--- src/rtl/iir_dec_buf_if.sv ---
// Consumer-facing stream of the IIR output buffer: FWFT head sample,
// valid/ready handshake and occupancy/overflow status.
interface iir_dec_buf_if #(
    parameter int W  = 14,
    parameter int AW = 3
);
    logic [W:0]  out_data;
    logic        out_valid;
    logic        out_ready;
    logic [AW:0] level;
    logic        full;
    logic        overflow;

    modport master (
        output out_data,
        output out_valid,
        output level,
        output full,
        output overflow,
        input  out_ready
    );

    modport slave (
        input  out_data,
        input  out_valid,
        input  level,
        input  full,
        input  overflow,
        output out_ready
    );
endinterface

--- src/rtl/iir_dec_buf.sv ---
// Output stage after the parallel IIR filter: drops pipeline-fill samples,
// decimates by 1/2/4/8 and buffers kept samples in a small FWFT FIFO.
module iir_dec_buf #(
    parameter int W     = 14,
    parameter int DEPTH = 8,
    parameter int AW    = 3,
    parameter int LAT   = 6
) (
    input  logic          clk,
    input  logic          reset,
    input  logic [W:0]    y_in,
    input  logic          y_en,
    input  logic [1:0]    dec_sel,
    input  logic          ovf_clr,
    iir_dec_buf_if.master stream
);
    localparam int          CW        = (LAT > 0) ? $clog2(LAT + 1) : 1;
    localparam logic [CW-1:0] LAT_CNT = CW'(LAT);
    localparam logic [AW:0] DEPTH_LVL = (AW + 1)'(DEPTH);

    typedef enum logic [0:0] {
        ST_WARM,
        ST_RUN
    } state_t;

    state_t        state;
    state_t        state_next;
    logic [CW-1:0] warm_cnt;
    logic [CW-1:0] warm_cnt_next;
    logic          running;

    logic [1:0]    dec_q;
    logic [2:0]    phase;
    logic [2:0]    phase_max;
    logic [2:0]    phase_next;
    logic          keep;

    logic [W:0]    mem [DEPTH];
    logic [AW:0]   wr_ptr;
    logic [AW:0]   rd_ptr;
    logic [AW:0]   lvl;
    logic          is_full;
    logic          is_valid;
    logic          ovf;
    logic          rd_en;
    logic          wr_en;
    logic          drop;

    // Warm-up: discard the first LAT qualified samples after reset.
    always_ff @(posedge clk) begin
        if (!reset) begin
            state    <= (LAT == 0) ? ST_RUN : ST_WARM;
            warm_cnt <= '0;
        end else begin
            state    <= state_next;
            warm_cnt <= warm_cnt_next;
        end
    end

    always_comb begin
        state_next    = state;
        warm_cnt_next = warm_cnt;
        running       = 1'b0;
        case (state)
            ST_WARM: begin
                if (y_en) begin
                    warm_cnt_next = warm_cnt + 1'b1;
                    if (warm_cnt_next == LAT_CNT) begin
                        state_next = ST_RUN;
                    end
                end
            end
            ST_RUN: begin
                running = 1'b1;
            end
            default: begin
                state_next = ST_WARM;
            end
        endcase
    end

    always_comb begin
        phase_max = '0;
        case (dec_q)
            2'd0:    phase_max = 3'd0;
            2'd1:    phase_max = 3'd1;
            2'd2:    phase_max = 3'd3;
            default: phase_max = 3'd7;
        endcase
    end

    assign keep = y_en && running && (phase == '0);

    // A change of the registered ratio restarts the interval so the next sample is kept.
    always_comb begin
        phase_next = phase;
        if (dec_sel != dec_q) begin
            phase_next = '0;
        end else if (y_en && running) begin
            phase_next = (phase == phase_max) ? '0 : phase + 3'd1;
        end
    end

    always_ff @(posedge clk) begin
        if (!reset) begin
            dec_q <= '0;
            phase <= '0;
        end else begin
            dec_q <= dec_sel;
            phase <= phase_next;
        end
    end

    assign lvl      = wr_ptr - rd_ptr;
    assign is_full  = (lvl == DEPTH_LVL);
    assign is_valid = (lvl != '0);
    assign rd_en    = is_valid && stream.out_ready;
    // At full, a same-cycle read frees the slot the incoming sample takes.
    assign wr_en    = keep && (!is_full || rd_en);
    assign drop     = keep && !wr_en;

    always_ff @(posedge clk) begin
        if (reset && wr_en) begin
            mem[wr_ptr[AW-1:0]] <= y_in;
        end
    end

    always_ff @(posedge clk) begin
        if (!reset) begin
            wr_ptr <= '0;
            rd_ptr <= '0;
            ovf    <= 1'b0;
        end else begin
            if (wr_en) begin
                wr_ptr <= wr_ptr + 1'b1;
            end
            if (rd_en) begin
                rd_ptr <= rd_ptr + 1'b1;
            end
            if (drop) begin
                ovf <= 1'b1;
            end else if (ovf_clr) begin
                ovf <= 1'b0;
            end
        end
    end

    assign stream.out_data  = mem[rd_ptr[AW-1:0]];
    assign stream.out_valid = is_valid;
    assign stream.level     = lvl;
    assign stream.full      = is_full;
    assign stream.overflow  = ovf;
endmodule
--- src/flat_wrapper.sv ---
// flat-port wrapper written by rule: the top's interface ports become plain ports
module iir_dec_buf_flat 
#(
    parameter int W     = 14,
    parameter int DEPTH = 8,
    parameter int AW    = 3,
    parameter int LAT   = 6
)
  (clk, reset, y_in, y_en, dec_sel, ovf_clr, stream_out_data, stream_out_valid, stream_level, stream_full, stream_overflow, stream_out_ready);
  iir_dec_buf_if #(.W(W), .AW(AW)) stream_i ();
  input  logic clk;
  input  logic reset;
  input  logic [W:0] y_in;
  input  logic y_en;
  input  logic [1:0] dec_sel;
  input  logic ovf_clr;
  output wire logic [$bits(stream_i.out_data)-1:0] stream_out_data;
  output wire logic [$bits(stream_i.out_valid)-1:0] stream_out_valid;
  output wire logic [$bits(stream_i.level)-1:0] stream_level;
  output wire logic [$bits(stream_i.full)-1:0] stream_full;
  output wire logic [$bits(stream_i.overflow)-1:0] stream_overflow;
  input wire logic [$bits(stream_i.out_ready)-1:0] stream_out_ready;
  assign stream_out_data = stream_i.out_data;
  assign stream_out_valid = stream_i.out_valid;
  assign stream_level = stream_i.level;
  assign stream_full = stream_i.full;
  assign stream_overflow = stream_i.overflow;
  assign stream_i.out_ready = stream_out_ready;
  iir_dec_buf #(.W(W), .DEPTH(DEPTH), .AW(AW), .LAT(LAT)) u_core (.clk(clk), .reset(reset), .y_in(y_in), .y_en(y_en), .dec_sel(dec_sel), .ovf_clr(ovf_clr), .stream(stream_i));
endmodule
--- config.mk ---
export PLATFORM = sky130hd
export DESIGN_NAME = iir_dec_buf_flat
export DESIGN_NICKNAME = d
export VERILOG_FILES = /design/src/rtl/iir_dec_buf_if.sv /design/src/rtl/iir_dec_buf.sv /design/src/flat_wrapper.sv
export SDC_FILE = /design/constraint.sdc
export NUM_CORES = 1
export LEC_CHECK = 0
export BUFFER_PORTS_ARGS = -buffer_cell sky130_fd_sc_hd__buf_4
export CORE_MARGIN = 4
export CORE_UTILIZATION = 59
export DETAILED_ROUTE_END_ITERATION = 7
export PLACE_DENSITY = 0.86
export SYNTH_ARGS = -nofsm -noshare
export SYNTH_HDL_FRONTEND = slang
export SYNTH_SLANG_ARGS = --single-unit
--- constraint.sdc ---
create_clock -name clk -period 5.2 [get_ports clk]
set_clock_uncertainty 0.15 [all_clocks]
set_input_delay 0.26 -clock clk [delete_from_list [all_inputs] [get_ports clk]]
set_output_delay 0.26 -clock clk [all_outputs]
set_load 0.01 [all_outputs]
Word level (Yosys, flattened, before mapping)
Memory sizes are Yosys's and may differ from the RTL's. A register that Yosys moved wholly into a read port is not among the register bits.
Cells that the tools add are included.

storage, ports and cells
  register bits = 18
  bits in writable memories = 120
  input port bits = 22
  logic and storage cells = 48
  memories kept = 1

memory list
  memory      depth  bits a word  read ports  clocked after Yosys merged registers in  wr ports  RTL line           RTL
  u_core.mem  8      15           1           1                                        1         iir_dec_buf.sv:38  logic [W:0] mem [DEPTH];

cells by class
  add/sub/neg operators = 5
  equality and inequality tests = 6
  mux-type cells = 12
  bitwise gates (word level) = 2
  reductions and logical operators = 15

operators with widths
  cell                                                              number
  3-bit 2-to-1 mux                                                  3
  3-bit one-hot mux with 3 select lines                             1
  4-bit by 1-bit adder with 4-bit output (second input constant)    2
  1-bit 2-to-1 mux                                                  8
  3-bit by 1-bit adder with 3-bit output (second input constant)    2
  1-bit logical AND                                                 6
  4-bit == test (second input constant)                             1
  4-bit nonzero test                                                1
  4-bit subtractor                                                  1
  3-bit == test                                                     1
  3-bit == test (second input constant)                             1
  3-bit logical NOT                                                 1
  2-bit by 1-bit == test with 1-bit output (second input constant)  1
  2-bit == test (second input constant)                             1
  1-bit logical NOT                                                 2
  2-bit logical NOT                                                 1
  2-bit != test                                                     1
  1-bit NOT                                                         2
  2-bit AND reduction                                               1
  2-bit nonzero test                                                1
  2-bit OR reduction                                                1
  1-bit logical OR                                                  1

Longest topological paths before layout
  depth after elaboration = 8
  mapped depth = 10

Worst setup path after synthesis
OpenSTA, ideal clock, no wires.

  kind = register to register
  from = register u_core.wr_ptr[0]
  to = memory u_core.mem[4][0] (netlist name), enable pin
  library setup time = 0.426 ns
  data arrival time = 3.308 ns
  required time = 4.624 ns
  setup slack = 1.317 ns
  cell stages (with the launch flop) = 11
  buffers on the path = 1
  cells stage by stage = dfxtp_1 -> inv_1 -> ha_1 -> inv_1 -> fa_1 -> xor2_2 -> or3_4 -> a211oi_4 -> nand2b_1 -> buf_4 -> nor4_1

between the ends
  word-level cells in the longest chain between the ends = 8
  elaborated cells between the ends (all ways) = 10
  those cells by class = add/sub (1); eq/ne (1); mux (2); reduce/logical (6)

RTL lines
  element                                                        RTL line                                RTL
  start: declaration                                             iir_dec_buf.sv:39                       logic [AW:0] wr_ptr;
  start signal: assignment                                       iir_dec_buf.sv:135                      wr_ptr <= wr_ptr + 1'b1;
  4-bit subtractor (*)                                           iir_dec_buf.sv:114                      assign lvl = wr_ptr - rd_ptr;
  named net stream_level[2]                                      flat_wrapper.sv:19                      output wire logic [$bits(stream_i.level)-1:0] stream_level;
  4-bit == test / 4-bit nonzero test (equally long branches)     iir_dec_buf.sv:115, iir_dec_buf.sv:116
  1-bit logical NOT / 1-bit logical AND (equally long branches)  iir_dec_buf.sv:119, iir_dec_buf.sv:117
  1-bit logical OR (*)                                           iir_dec_buf.sv:119                      assign wr_en = keep && (!is_full || rd_en);
  1-bit logical AND (*)                                          iir_dec_buf.sv:119
  1-bit logical AND (*)                                          iir_dec_buf.sv:123                      if (reset && wr_en) begin
  1-bit 2-to-1 mux (*)                                           iir_dec_buf.sv:123
  1-bit 2-to-1 mux (implied by the code) (*)                     iir_dec_buf.sv:124                      mem[wr_ptr[AW-1:0]] <= y_in;
  end: declaration                                               iir_dec_buf.sv:38

Mark *: on every way through the listed nets, which the timed path passes. The rest lies on a longest branch.

Worst setup path after layout
  from = register u_core.wr_ptr[0]
  to = memory u_core.mem[2][3] (netlist name), enable pin

between the ends
  word-level cells in the longest chain between the ends = 8
  elaborated cells between the ends (all ways) = 10
  those cells by class = add/sub (1); eq/ne (1); mux (2); reduce/logical (6)

RTL lines
  element                                                        RTL line
  4-bit subtractor                                               iir_dec_buf.sv:114
  4-bit == test / 4-bit nonzero test (equally long branches)     iir_dec_buf.sv:115, iir_dec_buf.sv:116
  1-bit logical NOT / 1-bit logical AND (equally long branches)  iir_dec_buf.sv:119, iir_dec_buf.sv:117
  1-bit logical OR                                               iir_dec_buf.sv:119
  1-bit logical AND                                              iir_dec_buf.sv:119
  1-bit logical AND                                              iir_dec_buf.sv:123
  1-bit 2-to-1 mux                                               iir_dec_buf.sv:123
  1-bit 2-to-1 mux (implied by the code)                         iir_dec_buf.sv:124

Several ways; a longest one is shown, not always the timed one.

==> impl_metrics.env <==
export IMPL_clockBufferDepth=2
export IMPL_grt_use_total_pct=21.2
export IMPL_crit_required_ns=5.18
export IMPL_clk_latency_ns=0.52
export IMPL_synth_seq_area_share_pct=70.7
export IMPL_crit_path_end_kind="flop"
export IMPL_overflow=0
export IMPL_portBuffers=43
export IMPL_cpMostUsedCell="inv_1"
export IMPL_pwr_share_seq_pct=44.1
export IMPL_vias=3017
export IMPL_initial_core_util_pct=61.0
export IMPL_power_frac_comb_pct=18.0
export IMPL_wl_per_cell_um=20.5
export IMPL_finalSetupTns_ns=0
export IMPL_synth_cell_types=42
export IMPL_vias_per_cell=5.67
export IMPL_critPathKind="reg2reg"
export IMPL_powerDensity_nw_per_um2=418
export IMPL_clockRootBuffer="clkbuf_8"
export IMPL_hold_slack_ns=0.362
export IMPL_finalCritPeriodShare_pct=67.0
export IMPL_dp_hpwl_um=6440
export IMPL_power_frac_clock_pct=37.9
export IMPL_fin_nets=422
export IMPL_intPower_w=0.00219
export IMPL_timing_hold_violations_final=0
export IMPL_path_max_fanout=15
export IMPL_die_area_um2=11300
export IMPL_avgSynthCellArea_um2=18.5
export IMPL_power_leakage_nw=2.38
export IMPL_ys_warn_count=0
export IMPL_drc=0
export IMPL_synthCells=307
export IMPL_slowest_stage="nor4b_4"
export IMPL_die_w_um=106
export IMPL_cts_buffers=17
export IMPL_crit_family="simple AND/OR/NAND/NOR gates"
export IMPL_path_cells="inv_1, ha_1, inv_1, fa_1, xor2_2, or3_4, a211oi_4, nand2b_1, nor4b_4"
export IMPL_antenna_found_initial=0
export IMPL_drv_slew=0
export IMPL_grt_pass1_wl_um=17500
export IMPL_coreArea_um2=9330
export IMPL_irDropWorstVdd_uv=318
export IMPL_antenna_cells=0
export IMPL_row_count=35
export IMPL_synth_area_um2=5690
export IMPL_grt_setup_unrepaired="no"
export IMPL_multi_input_area_um2=1630
export IMPL_layout_min_cycle_time_ns=3.48
export IMPL_register_area_um2=4030
export IMPL_dr_pass1_iters=4
export IMPL_fillers=530
export IMPL_worst_path_buf_inv=2
export IMPL_gp_congestion=0.774
export IMPL_cts_sinks=141
export IMPL_drive_gt1_share_pct=35.2
export IMPL_switchingPower_w=0.000748
export IMPL_setup_viol=0
export IMPL_slowest_delay_ns=1.03
export IMPL_synth_top_cell_by_area="edfxtp_1"
export IMPL_cts_tree="done"
export IMPL_first_iter_violations=251
export IMPL_cts_resized=0
export IMPL_cts_clk_slew_worst_paths_ns=0.06
export IMPL_crit_path_start_kind="flop"
export IMPL_synthToLayoutAreaGrowth_pct=23.5
export IMPL_p_sw_share_pct=25.5
export IMPL_fmax_mhz=287
export IMPL_cap_violations=0
export IMPL_grt_pass1_vias=3201
export IMPL_final_common_cell="edfxtp_1"
export IMPL_worst_pin_slew_ns=1.11
export IMPL_ys_ff_latch=141
export IMPL_synth_top_cells_by_area="edfxtp_1 63%, mux4_2 12%, dfxtp_1 7.4%"
export IMPL_h_tree_depth=4
export IMPL_ant_nets=0
export IMPL_status="completed"
export IMPL_arrival_ns=3.46
export IMPL_slew_headroom_pct=25.9
export IMPL_grt_max_degree=31
export IMPL_min_path_type="reg2reg"
export IMPL_wl_um=10900
export IMPL_layout_common_cells="120 x edfxtp_1, 51 x buf_4, 30 x mux4_2"
export IMPL_io_pin_count=44
export IMPL_synth_top_cell_area_share_pct=63.3
export IMPL_synth_nets=339
export IMPL_die_h_um=106
==> metal layers <==
metal / vias to the layer above / GRT usage, % / wire [µm]
met5: - / 0 / 0
met4: 0 / 7.49 / 138
met3: 11 / 4.31 / 521
met2: 99 / 37.1 / 5970
met1: 1527 / 26.3 / 4250
li1: 1380 / - / -
==> repair_timing <==
item | CTS | global route
hold buffers | 24 | 0
endpoints found under the hold margin | 139 | 0
setup endpoints to repair | 0 | 0
buffers inserted | 0 | 0
==> metrics by stage <==
stage,instances,util [%],setup slack [ns],total power (W),instance area [µm²]
4_1_cts,532,75.3,1.69,0.00296,7030
6_report,532,75.3,1.72,0.00293,7030
2_1_floorplan,307,-,1.32,0.00165,5690
5_1_grt,532,75.3,1.48,0.00306,7030
3_3_place_gp,476,66.8,1.85,0.00182,6230
3_5_place_dp,476,66.8,1.73,0.00183,6230
==> worst paths after layout <==
kind / slack [ns] / depth (start not counted) / end / startpoint
setup / recovery: 1.72 / 9 / u_core.mem[2][3] / u_core.wr_ptr[0]
hold / removal: 0.36 / 2 / u_core.wr_ptr[3] / u_core.wr_ptr[3]
setup reg to reg: 1.72 / 9 / u_core.mem[2][3] / u_core.wr_ptr[0]
hold reg to reg: 0.36 / 2 / u_core.wr_ptr[3] / u_core.wr_ptr[3]
==> worst reg2reg max path, stage by stage (launching register included) <==
cell      delay (ns)
dfxtp_1         0.38
inv_1           0.11
ha_1            0.16
inv_1           0.05
fa_1            0.40
xor2_2          0.21
or3_4           0.19
a211oi_4        0.05
nand2b_1        0.36
nor4b_4         1.04
==> sequential cells by signal, indices dropped and copies added (netlist names), named ones only <==
register and flops:
u_core.state 1, u_core.dec_q 2, u_core.mem 120, u_core.stream.overflow 1, u_core.warm_cnt 3, u_core.phase 3, u_core.wr_ptr 4, u_core.rd_ptr 4
==> kinds of logic after synthesis <==
group | count (synthesis) | share of synthesized area, %
AO/OA/AOI/OAI | 18 | 2.40
flip-flops | 141 | 70.7
AND/OR/NAND/NOR | 58 | 5.83
XOR/XNOR | 11 | 1.83
multiplexers | 48 | 15.4
adder cells (fa/ha/maj) | 10 | 2.33
buffers and inverters | 21 | 1.52
==> layout make-up <==
type                            count  area share, %
Tap cell                          129           2.30
Clock buffer                       18           5.95
Inverter                           10          0.534
Timing Repair Buffer               75           8.87
Multi-Input combinational cell    145           23.1
Sequential cell                   141           57.3
Clock inverter                     14           1.96
==> synth_stat cells <==
master     number
clkbuf_1        6
nand3b_1        2
buf_1           1
a21boi_1        2
ha_1            9
dfxtp_1        21
or3_4           1
nand4_1         1
nor3_2          1
xor2_1          5
or3_1           2
a211oi_4        1
o211a_1         1
xor2_2          1
nor4_1          2
edfxtp_1      120
a31oi_1         3
nand2_1        14
mux2i_1         3
inv_1          10
o311ai_0        1
o21a_1          1
and2_1          8
o21ai_0         3
nor4b_2         1
a21oi_1         3
nand3_1         5
mux4_2         30
nor3_1          7
nor4b_1         1
a31o_1          1
xnor2_1         5
nor2b_1         4
a2bb2oi_1       1
nand2b_1        4
mux2_2         15
nor3b_2         1
fa_1            1
nor2_1          4
buf_2           3
a21o_2          1
buf_4           1
==> power groups by stage <==
stage	logic, W	registers [W]	clock network (W)
after floorplan	0.000377	0.00127	0
after global placement	0.000504	0.00132	0
after detailed placement	0.000513	0.00132	0
after CTS	0.000535	0.00130	0.00113
after global routing	0.000568	0.00130	0.00119
final	0.000528	0.00129	0.00111
No activity file was read; power rests on OpenSTA's default activity.
